===== config.mk =====
export PLATFORM = sky130hd
export DESIGN_NAME = shift_reg_universal_flat
export DESIGN_NICKNAME = d
export VERILOG_FILES = /design/src/rtl/shift_reg_universal_if.sv /design/src/rtl/shift_reg_universal.sv /design/src/flat_wrapper.sv
export SDC_FILE = /design/constraint.sdc
export NUM_CORES = 1
export LEC_CHECK = 0
export CAP_MARGIN = 10
export CORE_UTILIZATION = 48
export CTS_BUF_LIST = sky130_fd_sc_hd__clkbuf_4
export DETAILED_ROUTE_END_ITERATION = 10
export PLACE_DENSITY = 0.86
export SETUP_SLACK_MARGIN = 0.15
export SYNTH_ARGS = -nofsm -noshare
export SYNTH_HDL_FRONTEND = slang
export SYNTH_SLANG_ARGS = --single-unit

===== constraint.sdc =====
create_clock -name i_clk -period 4.2 [get_ports i_clk]
set_clock_uncertainty 0.05 [all_clocks]
set_input_delay 0.84 -clock i_clk [delete_from_list [all_inputs] [get_ports i_clk]]
set_output_delay 0.84 -clock i_clk [all_outputs]
set_load 0.05 [all_outputs]

===== src/rtl/shift_reg_universal_if.sv =====
// Bus bundle for the universal shift register: control, parallel and serial
// inputs toward the register, plus its true/complemented and serial outputs.
interface shift_reg_universal_if #(
  parameter int WIDTH = 8
);
  logic             i_en;
  logic [2:0]       i_mode;
  logic [WIDTH-1:0] i_d;
  logic             i_ser_l;
  logic             i_ser_r;
  logic [WIDTH-1:0] o_q;
  logic [WIDTH-1:0] o_q_not;
  logic             o_ser_l;
  logic             o_ser_r;
  logic             o_zero;

  modport master (
    output i_en, i_mode, i_d, i_ser_l, i_ser_r,
    input  o_q, o_q_not, o_ser_l, o_ser_r, o_zero
  );

  modport slave (
    input  i_en, i_mode, i_d, i_ser_l, i_ser_r,
    output o_q, o_q_not, o_ser_l, o_ser_r, o_zero
  );
endinterface


===== src/rtl/shift_reg_universal.sv =====
// WIDTH-bit enable-gated universal register: hold, load, shift, rotate,
// invert and clear, with registered complement and serial shift-out bits.
module shift_reg_universal #(
  parameter int               WIDTH       = 8,
  parameter logic [WIDTH-1:0] RESET_VALUE = '0
) (
  input  logic                  i_clk,
  input  logic                  i_rst,
  shift_reg_universal_if.slave  bus
);

  typedef enum logic [2:0] {
    MODE_HOLD = 3'd0,
    MODE_LOAD = 3'd1,
    MODE_SHL  = 3'd2,
    MODE_SHR  = 3'd3,
    MODE_ROL  = 3'd4,
    MODE_ROR  = 3'd5,
    MODE_INV  = 3'd6,
    MODE_CLR  = 3'd7
  } mode_e;

  mode_e            mode;
  logic [WIDTH-1:0] q_r;
  logic [WIDTH-1:0] q_not_r;
  logic             ser_l_r;
  logic             ser_r_r;
  logic [WIDTH-1:0] q_next;
  logic             ser_l_next;
  logic             ser_r_next;

  assign mode = mode_e'(bus.i_mode);

  always_comb begin
    q_next     = q_r;
    ser_l_next = ser_l_r;
    ser_r_next = ser_r_r;
    if (bus.i_en) begin
      case (mode)
        MODE_HOLD: q_next = q_r;
        MODE_LOAD: q_next = bus.i_d;
        MODE_SHL: begin
          q_next     = {q_r[WIDTH-2:0], bus.i_ser_l};
          ser_l_next = q_r[WIDTH-1];
        end
        MODE_SHR: begin
          q_next     = {bus.i_ser_r, q_r[WIDTH-1:1]};
          ser_r_next = q_r[0];
        end
        MODE_ROL:  q_next = {q_r[WIDTH-2:0], q_r[WIDTH-1]};
        MODE_ROR:  q_next = {q_r[0], q_r[WIDTH-1:1]};
        MODE_INV:  q_next = ~q_r;
        MODE_CLR:  q_next = '0;
        default:   q_next = q_r;
      endcase
    end
  end

  // Complement is its own flop bank so o_q_not never sees a combinational
  // inverter delay after the clock.
  always_ff @(posedge i_clk) begin
    if (i_rst) begin
      q_r     <= RESET_VALUE;
      q_not_r <= ~RESET_VALUE;
      ser_l_r <= 1'b0;
      ser_r_r <= 1'b0;
    end else begin
      q_r     <= q_next;
      q_not_r <= ~q_next;
      ser_l_r <= ser_l_next;
      ser_r_r <= ser_r_next;
    end
  end

  assign bus.o_q     = q_r;
  assign bus.o_q_not = q_not_r;
  assign bus.o_ser_l = ser_l_r;
  assign bus.o_ser_r = ser_r_r;
  assign bus.o_zero  = (q_r == '0);

endmodule


===== src/flat_wrapper.sv =====
// flat-port wrapper written by rule: the top's interface ports become plain ports
module shift_reg_universal_flat 
#(
  parameter int               WIDTH       = 8,
  parameter logic [WIDTH-1:0] RESET_VALUE = '0
)
  (i_clk, i_rst, bus_i_en, bus_i_mode, bus_i_d, bus_i_ser_l, bus_i_ser_r, bus_o_q, bus_o_q_not, bus_o_ser_l, bus_o_ser_r, bus_o_zero);
  shift_reg_universal_if #(.WIDTH(WIDTH)) bus_i ();
  input  logic i_clk;
  input  logic i_rst;
  input wire logic [$bits(bus_i.i_en)-1:0] bus_i_en;
  input wire logic [$bits(bus_i.i_mode)-1:0] bus_i_mode;
  input wire logic [$bits(bus_i.i_d)-1:0] bus_i_d;
  input wire logic [$bits(bus_i.i_ser_l)-1:0] bus_i_ser_l;
  input wire logic [$bits(bus_i.i_ser_r)-1:0] bus_i_ser_r;
  output wire logic [$bits(bus_i.o_q)-1:0] bus_o_q;
  output wire logic [$bits(bus_i.o_q_not)-1:0] bus_o_q_not;
  output wire logic [$bits(bus_i.o_ser_l)-1:0] bus_o_ser_l;
  output wire logic [$bits(bus_i.o_ser_r)-1:0] bus_o_ser_r;
  output wire logic [$bits(bus_i.o_zero)-1:0] bus_o_zero;
  assign bus_i.i_en = bus_i_en;
  assign bus_i.i_mode = bus_i_mode;
  assign bus_i.i_d = bus_i_d;
  assign bus_i.i_ser_l = bus_i_ser_l;
  assign bus_i.i_ser_r = bus_i_ser_r;
  assign bus_o_q = bus_i.o_q;
  assign bus_o_q_not = bus_i.o_q_not;
  assign bus_o_ser_l = bus_i.o_ser_l;
  assign bus_o_ser_r = bus_i.o_ser_r;
  assign bus_o_zero = bus_i.o_zero;
  shift_reg_universal #(.WIDTH(WIDTH), .RESET_VALUE(RESET_VALUE)) u_core (.i_clk(i_clk), .i_rst(i_rst), .bus(bus_i));
endmodule

-- After elaboration in Yosys (flattened, before gate mapping)
Index checks and enable logic that the tools add are counted.
- reductions and logical operators: 4
- mux-type cells: 2
- bitwise gates (word level): 2
- eq/ne operators: 7
- operators by type and width (cell ; count):
    $pmux 8 s8 ; 1
    $not 8->8 ; 2
    $eq 3x3->1 const B ; 4
    $logic_not 8->1 ; 1
    $mux 8 ; 1
    $eq 3x2->1 const B ; 2
    $reduce_and 2->1 ; 2
    $eq 3x1->1 const B ; 1
    $logic_not 3->1 ; 1
- output and inout port bits: 19
- word-level logic and storage cells: 19
- register bits after elaboration: 18
- input port bits: 16

-- Depth between registers and ports, before layout
- depth after elaboration: 4
- gate-level depth with buffers: 5
- mapped depth without buffers: 4

-- Worst setup path after synthesis
OpenSTA, ideal clock, no wires.
- kind: register to output
- start point: reg with a tool-made name
- end point: out bus_o_zero
- stages on the path, launching flop included: 3
- arrival: 1.735 ns
- path slack: 1.575 ns
- path buffers: 0
- required time: 3.310 ns
- cell sequence: dfxtp_1 -> or4_1 -> nor2_1
- RTL lines (what ; line ; RTL):
    end: declaration ; flat_wrapper.sv:20 ; output wire logic [$bits(bus_i.o_zero)-1:0] bus_o_zero;

==> flow_metrics.env <==
export IMPL_status="finished clean"
export IMPL_hold_viol_final=0
export IMPL_num_rows=15
export IMPL_port_buffers=34
export IMPL_drv_slew=0
export IMPL_grt_overflow_total=0
export IMPL_areaGrowthSynthToFinish_pct=38.90
export IMPL_dpl_cell_area_mm2=0.001265
export IMPL_post_cts_buffers=0
export IMPL_syn_nets=127
export IMPL_ys_warn_count=0
export IMPL_clk_pin_slew_ps=110
export IMPL_grt_pass1_vias=797
export IMPL_yosysUniqueCellTypes=23
export IMPL_pwr_density_cell_mw_per_mm2=328.7
export IMPL_final_common_cell="clkdlybuf4s50_1"
export IMPL_hp_class="flip-flop to flip-flop"
export IMPL_cts_sinks=18
export IMPL_hold_end="u_core.bus.o_ser_l$_SDFFE_PP0P_"
export IMPL_crit_chain="or4_1 -> nor2_1 -> clkdlybuf4s50_1"
export IMPL_rsz0062_at_grt="false"
export IMPL_fmax_ghz=0.3295
export IMPL_core_area_mm2=0.001764
export IMPL_grt_max_degree=23
export IMPL_post_cts_resized=0
export IMPL_routed_top_layer="met4"
export IMPL_drc_errors=0
export IMPL_ff2ff_setup_slack_ps=2820
export IMPL_clock_tree_root_cell="clkbuf_4"
export IMPL_tightest_slew_ps=782.9
export IMPL_ant_nets=0
export IMPL_start_util=0.5270
export IMPL_yosysTopAreaCellShare=0.3876
export IMPL_finalWirelength_um=2244
export IMPL_die_h_um=46.01
export IMPL_synth_top_cells_by_area="dfxtp_1, mux2i_1, nor2_1, nor2b_1, o221ai_1"
export IMPL_syn_area_um2=929.6
export IMPL_nets=159
export IMPL_r2r_end="u_core.bus.o_q_not[3]$_SDFF_PP1_"
export IMPL_grt_pass1_wl_um=3546
export IMPL_cp_max_fo=7
export IMPL_drv_cap=0
export IMPL_netlist_instances=111
export IMPL_p_leak_nw=0.4996
export IMPL_crit_required_ps=3310
export IMPL_hold_depth=2
export IMPL_antenna_found_initial=0
export IMPL_slew_headroom=0.4764
export IMPL_seq_area_frac_synth=0.3876
export IMPL_layout_common_cells="clkdlybuf4s50_1, nor2_1, dfxtp_1, mux2i_1, nor2b_1"
export IMPL_max_stage_delay_ps=800
export IMPL_period_minus_slack_ps=3035
export IMPL_crit_type="flip-flop to primary output"
export IMPL_setup_viol=0
export IMPL_fp_dieArea_mm2=0.002117
export IMPL_yosys_area_top_type="dfxtp_1"
export IMPL_vias_per_cell=5.641
export IMPL_cts_htree_levels=1
export IMPL_antenna_cells=0
export IMPL_cts_buffers=3
export IMPL_clk_path_buf_depth=2
export IMPL_layout_drive_gt1_share=0.02817
export IMPL_gpl_final_weighted_congestion=0.8152
export IMPL_met1_length_um=953
export IMPL_top_level_ports=35
export IMPL_grt_total_usage=0.2288
export IMPL_first_iter_violations=22
export IMPL_syn_avg_cell_area_um2=8.375
export IMPL_wl_per_cell_um=13.44
export IMPL_slowest_stage="clkdlybuf4s50_1"
export IMPL_start_kind="flip-flop"
export IMPL_dp_hpwl_um=1615
export IMPL_wl_met2_um=1143
export IMPL_ys_seq_elements=18
export IMPL_crit_arrival_ps=2140
export IMPL_fin_crit_sh=0.7225
export IMPL_end_kind="primary output"
export IMPL_num_vias=942
export IMPL_fp_dieW_um=46.01
export IMPL_peakVddDrop_mv=0.3215
export IMPL_min_from="u_core.bus.o_ser_l$_SDFFE_PP0P_"
export IMPL_tritoncts="built"
export IMPL_r2r_cells=4
export IMPL_stdcell_area_mm2=0.001291
export IMPL_drt_first_pass_iters=4
export IMPL_clk_latency_ps=290
export IMPL_final_setup_tns_ps=0
export IMPL_postCtsHoldBufs=0
export IMPL_route_met3_wl_um=117
[power by group]
part / switching, mW / internal (mW) / total [mW]
clock network: 0.0529 / 0.0345 / 0.0874
logic: 0.0863 / 0.0564 / 0.143
registers: 0.0116 / 0.183 / 0.194
[worst max-delay path by stage]
stage / from / to / depth (start not counted)
CTS: flip-flop / bus_o_zero / 3
finish: flip-flop / bus_o_zero / 3
global route: flip-flop / bus_o_zero / 3
global placement: bus_i_mode[0] / u_core.bus.o_q_not[1]$_SDFF_PP1_ / 5
detailed placement: bus_i_mode[0] / u_core.bus.o_q_not[3]$_SDFF_PP1_ / 5
floorplan: flip-flop / bus_o_zero / 2
[logic make-up after synthesis]
group / synth area share
xor gates and xnor gates: 0.01750
DFF: 0.3876
buffers and inverters: 0.04306
and+or+nand+nor: 0.3122
muxes: 0.09691
AOI/OAI and AO/OA: 0.1427
[cells in the mapped netlist]
| master | number |
|---|---|
| or3_1 | 6 |
| xnor2_2 | 1 |
| inv_1 | 1 |
| nand4b_1 | 1 |
| o21ai_1 | 4 |
| or4_1 | 2 |
| o211ai_1 | 1 |
| buf_2 | 2 |
| nand2_1 | 3 |
| mux2i_1 | 9 |
| nand3b_1 | 4 |
| o22ai_1 | 1 |
| o221ai_1 | 6 |
| nor2_1 | 24 |
| nor3_1 | 7 |
| dfxtp_1 | 18 |
| o31ai_1 | 2 |
| nor2b_1 | 9 |
| o31a_1 | 3 |
| clkbuf_1 | 3 |
| or2_1 | 1 |
| a21oi_1 | 1 |
| buf_4 | 2 |
[metal layers]
layer,vias up,GRT usage
met5,-,0
met2,34,0.3606
met4,0,0.09412
met3,4,0.01984
li1,463,-
met1,441,0.3180
[critical path, delay by kind of cell (launching register included)]
family        cells  cell delay [ps]
buf+inv           1              800
simple gates      2              650
flops             1              400
[layout make-up]
type / count / area, um2
Fill cell: 154 / 473.0
Inverter: 1 / 3.754
Clock buffer: 3 / 22.52
Sequential cell: 18 / 360.3
Clock inverter: 1 / 3.754
Tap cell: 25 / 31.28
Multi-Input combinational cell: 85 / 529.3
Timing Repair Buffer: 34 / 340.3
[stage by stage]
stage	total power, mW	hold WS, ps	utilization	std cells	setup slack [ps]
after floorplan	0.2904	687.0	-	111	1575
after global placement	0.3376	428.9	0.7170	163	1372
after detailed placement	0.3404	437.8	0.7170	163	1324
after CTS	0.4259	464.0	0.7319	167	1165
after global routing	0.4439	497.4	0.7319	167	1114
final	0.4244	457.9	0.7319	167	1165
Note: power is estimated with default switching activity, not from simulation.
